[src/rtl/parity_frame_tx_pkg.sv]
// Shared serial-framing constants.
//
// Holds the frame state encoding and a counter-width helper. The matching
// receiver/checker imports the same package so both ends agree on state
// numbering when states are compared or logged.
//
// Contents:
//   state_t    frame states IDLE, START, DATA, PARITY, STOP
//   cnt_width  register width needed to hold 0..n_values-1, minimum 1 bit
package parity_frame_tx_pkg;

    typedef enum logic [2:0] {
        ST_IDLE   = 3'd0,
        ST_START  = 3'd1,
        ST_DATA   = 3'd2,
        ST_PARITY = 3'd3,
        ST_STOP   = 3'd4
    } state_t;

    // A counter that only ever holds 0..n_values-1 needs $clog2(n_values)
    // bits. A single-value counter still needs one physical bit.
    function automatic int cnt_width(input int n_values);
        return (n_values > 1) ? $clog2(n_values) : 1;
    endfunction

endpackage

[src/rtl/parity_frame_tx_parity.sv]
// Even-parity generator.
//
// par is the XOR of all bits of di. Appending par to di therefore gives a
// total count of ones that is even. This block is purely combinational; the
// framer registers its output when it accepts a word.
//
// Ports:
//   di   in   DATA_WIDTH  word to protect
//   par  out  1           even-parity bit for di
module parity #(
    parameter int DATA_WIDTH = 8
) (
    input  logic [DATA_WIDTH-1:0] di,
    output logic                  par
);

    assign par = ^di;

endmodule

[src/rtl/parity_frame_tx.sv]
// Serial frame transmitter with an optional even-parity bit.
//
// The block accepts a word on a valid/ready handshake. It sends the word LSB
// first as: start(0), DATA_WIDTH data bits, an optional parity bit, then
// STOP_BITS stop bits(1). Each line bit is held for CLKS_PER_BIT clocks. All
// outputs are registered.
//
// Ports:
//   clk    in   1           clock, all logic on posedge
//   rst    in   1           synchronous active-high reset
//   di     in   DATA_WIDTH  word to send, sampled when valid && ready
//   valid  in   1           upstream offers a word on di
//   ready  out  1           high only in IDLE
//   tx     out  1           serial line, idles high
//   busy   out  1           a frame is in progress
module parity_frame_tx
    import parity_frame_tx_pkg::*;
#(
    parameter int DATA_WIDTH   = 8,
    parameter int CLKS_PER_BIT = 4,
    parameter int STOP_BITS    = 1,
    parameter int PARITY_EN    = 1
) (
    input  logic                  clk,
    input  logic                  rst,
    input  logic [DATA_WIDTH-1:0] di,
    input  logic                  valid,
    output logic                  ready,
    output logic                  tx,
    output logic                  busy
);

    localparam int BAUD_W = cnt_width(CLKS_PER_BIT);
    // The bit counter indexes data bits in DATA and stop bits in STOP.
    localparam int BIT_W  = cnt_width((DATA_WIDTH > STOP_BITS) ? DATA_WIDTH : STOP_BITS);

    localparam logic [BAUD_W-1:0] BAUD_LAST = BAUD_W'(CLKS_PER_BIT - 1);
    localparam logic [BIT_W-1:0]  DATA_LAST = BIT_W'(DATA_WIDTH - 1);
    localparam logic [BIT_W-1:0]  STOP_LAST = BIT_W'(STOP_BITS - 1);

    state_t                state;
    logic [BAUD_W-1:0]     baud_cnt;
    logic [BIT_W-1:0]      bit_cnt;
    logic [DATA_WIDTH-1:0] shreg;
    logic                  par_q;
    logic                  par_di;
    logic                  bit_end;
    logic                  accept;

    // Parity is taken from di at accept time. Later changes on di and the
    // shifting of shreg cannot corrupt it.
    parity #(.DATA_WIDTH(DATA_WIDTH)) u_parity (
        .di  (di),
        .par (par_di)
    );

    assign accept  = valid && ready;
    // With CLKS_PER_BIT == 1 the counter sits at 0, so every cycle is a bit
    // boundary and no stall cycles are added.
    assign bit_end = (baud_cnt == BAUD_LAST);

    // Data path: word and parity captured at accept. The register shifts
    // right at each boundary where the next line bit is loaded from shreg[0].
    // That happens when START ends and at each DATA boundary; a shift after
    // the last data bit is harmless.
    always_ff @(posedge clk) begin
        if (accept) begin
            shreg <= di;
            par_q <= par_di;
        end else if (bit_end && (state == ST_START || state == ST_DATA)) begin
            shreg <= shreg >> 1;
        end
    end

    // Control: FSM, baud counter, bit counter and registered outputs.
    // tx is always loaded together with the state change, so the line bit
    // and the state it belongs to start on the same cycle.
    always_ff @(posedge clk) begin
        if (rst) begin
            state    <= ST_IDLE;
            tx       <= 1'b1;
            ready    <= 1'b1;
            busy     <= 1'b0;
            baud_cnt <= '0;
            bit_cnt  <= '0;
        end else if (state == ST_IDLE) begin
            if (valid) begin
                state    <= ST_START;
                tx       <= 1'b0;
                ready    <= 1'b0;
                busy     <= 1'b1;
                baud_cnt <= '0;
                bit_cnt  <= '0;
            end
        end else begin
            baud_cnt <= bit_end ? '0 : baud_cnt + 1'b1;
            if (bit_end) begin
                case (state)
                    ST_START: begin
                        state   <= ST_DATA;
                        tx      <= shreg[0];
                        bit_cnt <= '0;
                    end
                    ST_DATA: begin
                        if (bit_cnt == DATA_LAST) begin
                            bit_cnt <= '0;
                            if (PARITY_EN != 0) begin
                                state <= ST_PARITY;
                                tx    <= par_q;
                            end else begin
                                state <= ST_STOP;
                                tx    <= 1'b1;
                            end
                        end else begin
                            bit_cnt <= bit_cnt + 1'b1;
                            tx      <= shreg[0];
                        end
                    end
                    ST_PARITY: begin
                        state   <= ST_STOP;
                        tx      <= 1'b1;
                        bit_cnt <= '0;
                    end
                    ST_STOP: begin
                        if (bit_cnt == STOP_LAST) begin
                            state   <= ST_IDLE;
                            ready   <= 1'b1;
                            busy    <= 1'b0;
                            bit_cnt <= '0;
                        end else begin
                            bit_cnt <= bit_cnt + 1'b1;
                        end
                    end
                    default: begin
                        state   <= ST_IDLE;
                        tx      <= 1'b1;
                        ready   <= 1'b1;
                        busy    <= 1'b0;
                        bit_cnt <= '0;
                    end
                endcase
            end
        end
    end

endmodule
[config.mk]
export PLATFORM = sky130hd
export DESIGN_NAME = parity_frame_tx
export DESIGN_NICKNAME = d
export VERILOG_FILES = /design/src/rtl/parity_frame_tx_pkg.sv /design/src/rtl/parity_frame_tx_parity.sv /design/src/rtl/parity_frame_tx.sv
export SDC_FILE = /design/constraint.sdc
export NUM_CORES = 1
export LEC_CHECK = 0
export ABC_AREA = 0
export ABC_CLOCK_PERIOD_IN_PS = 5400
export BUFFER_PORTS_ARGS = -buffer_cell sky130_fd_sc_hd__buf_4
export CELL_PAD_IN_SITES_DETAIL_PLACEMENT = 1
export CELL_PAD_IN_SITES_GLOBAL_PLACEMENT = 2
export CORE_ASPECT_RATIO = 0.6
export CORE_MARGIN = 5
export CORE_UTILIZATION = 38
export CTS_BUF_LIST = sky130_fd_sc_hd__clkbuf_8 sky130_fd_sc_hd__clkbuf_16
export DETAILED_ROUTE_END_ITERATION = 7
export PLACE_DENSITY = 0.8
export SYNTH_ARGS = -nofsm -noshare
export SYNTH_HDL_FRONTEND = slang
export SYNTH_HIERARCHICAL = 1
export SYNTH_SLANG_ARGS = --single-unit
[constraint.sdc]
create_clock -name clk -period 5.4 [get_ports clk]
set_clock_uncertainty 0.2 [all_clocks]
set_input_delay 0.54 -clock clk [delete_from_list [all_inputs] [get_ports clk]]
set_output_delay 0.54 -clock clk [all_outputs]
set_load 0.005 [all_outputs]
==> run metrics <==
Hold Fails Final Rpt 0; CP endpoint shreg[6]; count of cell types in the netlist 38; Post-Syn Nets 119; row cnt 15; Pleak 0.000483 uW; Slew Viols, Final 0; sequential element share of the synthesized area 45.1%; syn avg cell area ~10 sq um; RSZ-0062 raised after global routing no; DR vias/cell between 5 and 6; total grt overflow 0; Starting Density between 30% and 40%; CP Capture Type register; DR DRC count 0; fin nets 134; chip height roughly 50 um; clk sinks 20; WL/cell 15.1 um; Hold-fix buffers, CTS 0; reg2reg path depth 3; dpl ws 3340 ps; Final Power roughly 360 uW; Core Box Area between 2000 and 3000 sq um; top_reg_cell synth dfxtp_1; reg-to-reg startpoint state[0]; ys async rst share 0%; Hold Crit Class register to register; CTS resizes 0; EDFF count, synth 9; Critical Path RT 5100 ps; DRT Pass-1 Iters 4; TritonCTS Buffers 3; global-route wire length before repair roughly 4000 um; vias in the first global route 833; setup ws final 3350 ps; Vias 785; Port Buf Inserts 13; WS Path Type register to register; n_diodes 0; antenna viol nets, final 0; Fmax achieved 0.489 GHz; fraction of layout cells with a size suffix above 1 about 22%; Final HPWL DP 1770 um; H-Tree Level Count 1; initial DRC count 44; worst vdd ir 96.4 uV; TritonCTS clock tree done; crit path DAT between 1500 and 2000 ps; Setup Viol. Count Final 0; placed cells 148; Slew @ Worst Pin 719 ps; leading area contributor after synthesis edfxtp_1; CP startpoint state[0]; relative slew slack between 50% and 60%; Critical R2R Capture shreg[6]; CP max FO 9; worst skew pair latency roughly 260 ps; PwrDens 283 nW/um^2; clk buf depth 2; R2R Setup Slk about 3400 ps; Root Driver clkbuf_8; Final Instance Count excl. Fillers around 150; die footprint 4070 sq um; Syn. warnings 6; Yosys reg bits 20; Gate Count Post-Synth 104; die width 79.1 um; max-cap viol count 0; clock slew at reported path FFs 80 ps; post-synthesis instance area 1090 sq um; status finished, final reports clean; final sum of negative setup slack 0 ps; IO Pins 14; Tmin final 2050 ps; GR Util All Layers 12.7%; largest net degree at the start of global routing 14; post-CTS setup buffer count 0; synth-to-layout area growth 16.1%; Synth area leaders edfxtp_1 (25%), dfxtp_1 (20%), mux2_1 (5.2%), xnor2_1 (4.8%), ha_1 (4.6%); Total Wirelength 2290 um; post-synth top area share between 20 and 25%; initial antenna violation count 0; startpoint types register; fin crit share 37.9%; placer congestion estimate 0.758
[layout by cell type (no fill, tap or decap), types with 2 or more instances in the layout]
cell type,instances
xnor2_1,6
nor2b_1,5
a21oi_2,2
nor2_1,6
o21ai_0,2
nand2_1,6
inv_1,7
edfxtp_1,9
a21oi_1,4
mux2_1,5
mux2_2,2
clkbuf_8,4
nor3_1,2
a31oi_1,3
buf_4,13
dfxtp_1,11
ha_1,4
nand2b_1,8
[synth_stat cells (2+ instances only)]
master    instances
nand2_1           6
a21oi_1           4
nor2b_1           5
edfxtp_1          9
mux2_2            2
a31oi_1           3
o21ai_0           2
a21oi_2           2
nand2b_1          8
inv_1             7
dfxtp_1          11
ha_1              4
nor3_1            2
xnor2_1           6
mux2_1            5
nor2_1            6
[metrics by stage]
| stage | utilization (%) | hold slack (ps) | instance area [sq um] |
|---|---|---|---|
| floorplan | - | 249 | 1090 |
| CTS | 45.1 | 286 | 1260 |
| global placement | 43.2 | 261 | 1210 |
| global route | 45.1 | 332 | 1260 |
| finish | 45.1 | 290 | 1260 |
| detailed placement | 43.2 | 275 | 1210 |
[cell type report]
class                           count  area [sq um]
Clock buffer                        4          55.1
Fill cell                         302          1530
Inverter                            8          30.0
Multi-Input combinational cell     73           547
Sequential cell                    20           490
Tap cell                           34          42.5
Timing Repair Buffer               13          97.6
[metal layers]
metal	wire length [um]	part of all wire [%]	GRT usage, %	up-vias
met3	75	3.3	3.35	5
met4	34	1.5	4.29	0
met1	1220	53	17.9	372
li1	-	-	-	396
met5	0	0	0	-
met2	960	42	18.6	12
[state kept, by name (all words and copies together) (netlist names)]
register,count
par_q,1
busy,1
baud_cnt,2
ready,1
shreg,8
state,3
tx,1
bit_cnt,3
[power breakdown]
part | switching, uW | internal, uW | total [uW] | leakage, uW
Clock | 51.1 | 65.0 | 116 | 0.0000288
Combinational | 29.4 | 30.3 | 59.7 | 0.000277
Sequential | 8.19 | 173 | 181 | 0.000176
[worst min-delay path by stage]
stage                     from          to  slack [ps]  cells past startpoint
finish              bit_cnt[2]  bit_cnt[2]         290                      2
global route        bit_cnt[0]  bit_cnt[0]         330                      1
CTS                 bit_cnt[2]  bit_cnt[2]         290                      2
detailed placement  bit_cnt[2]  bit_cnt[2]         270                      2
global placement    bit_cnt[2]  bit_cnt[2]         260                      2
floorplan           bit_cnt[2]  bit_cnt[2]         250                      2
[worst max-delay path, stage by stage (launching register included)]
cell and delay [ps]:
dfxtp_1 570, nor2b_1 270, nor2_1 70, o21ai_1 570
[logic make-up after synthesis]
| family | count (synthesis) | synth area share [%] |
|---|---|---|
| AOI/OAI and AO/OA | 21 | 13.5 |
| muxes | 9 | 9.55 |
| buffers and inverters | 11 | 4.60 |
| and+or+nand+nor | 32 | 17.0 |
| adders and majority gates | 4 | 4.60 |
| xor gates and xnor gates | 7 | 5.64 |
| DFF | 20 | 45.1 |
Power figures use the tool's default switching activity.
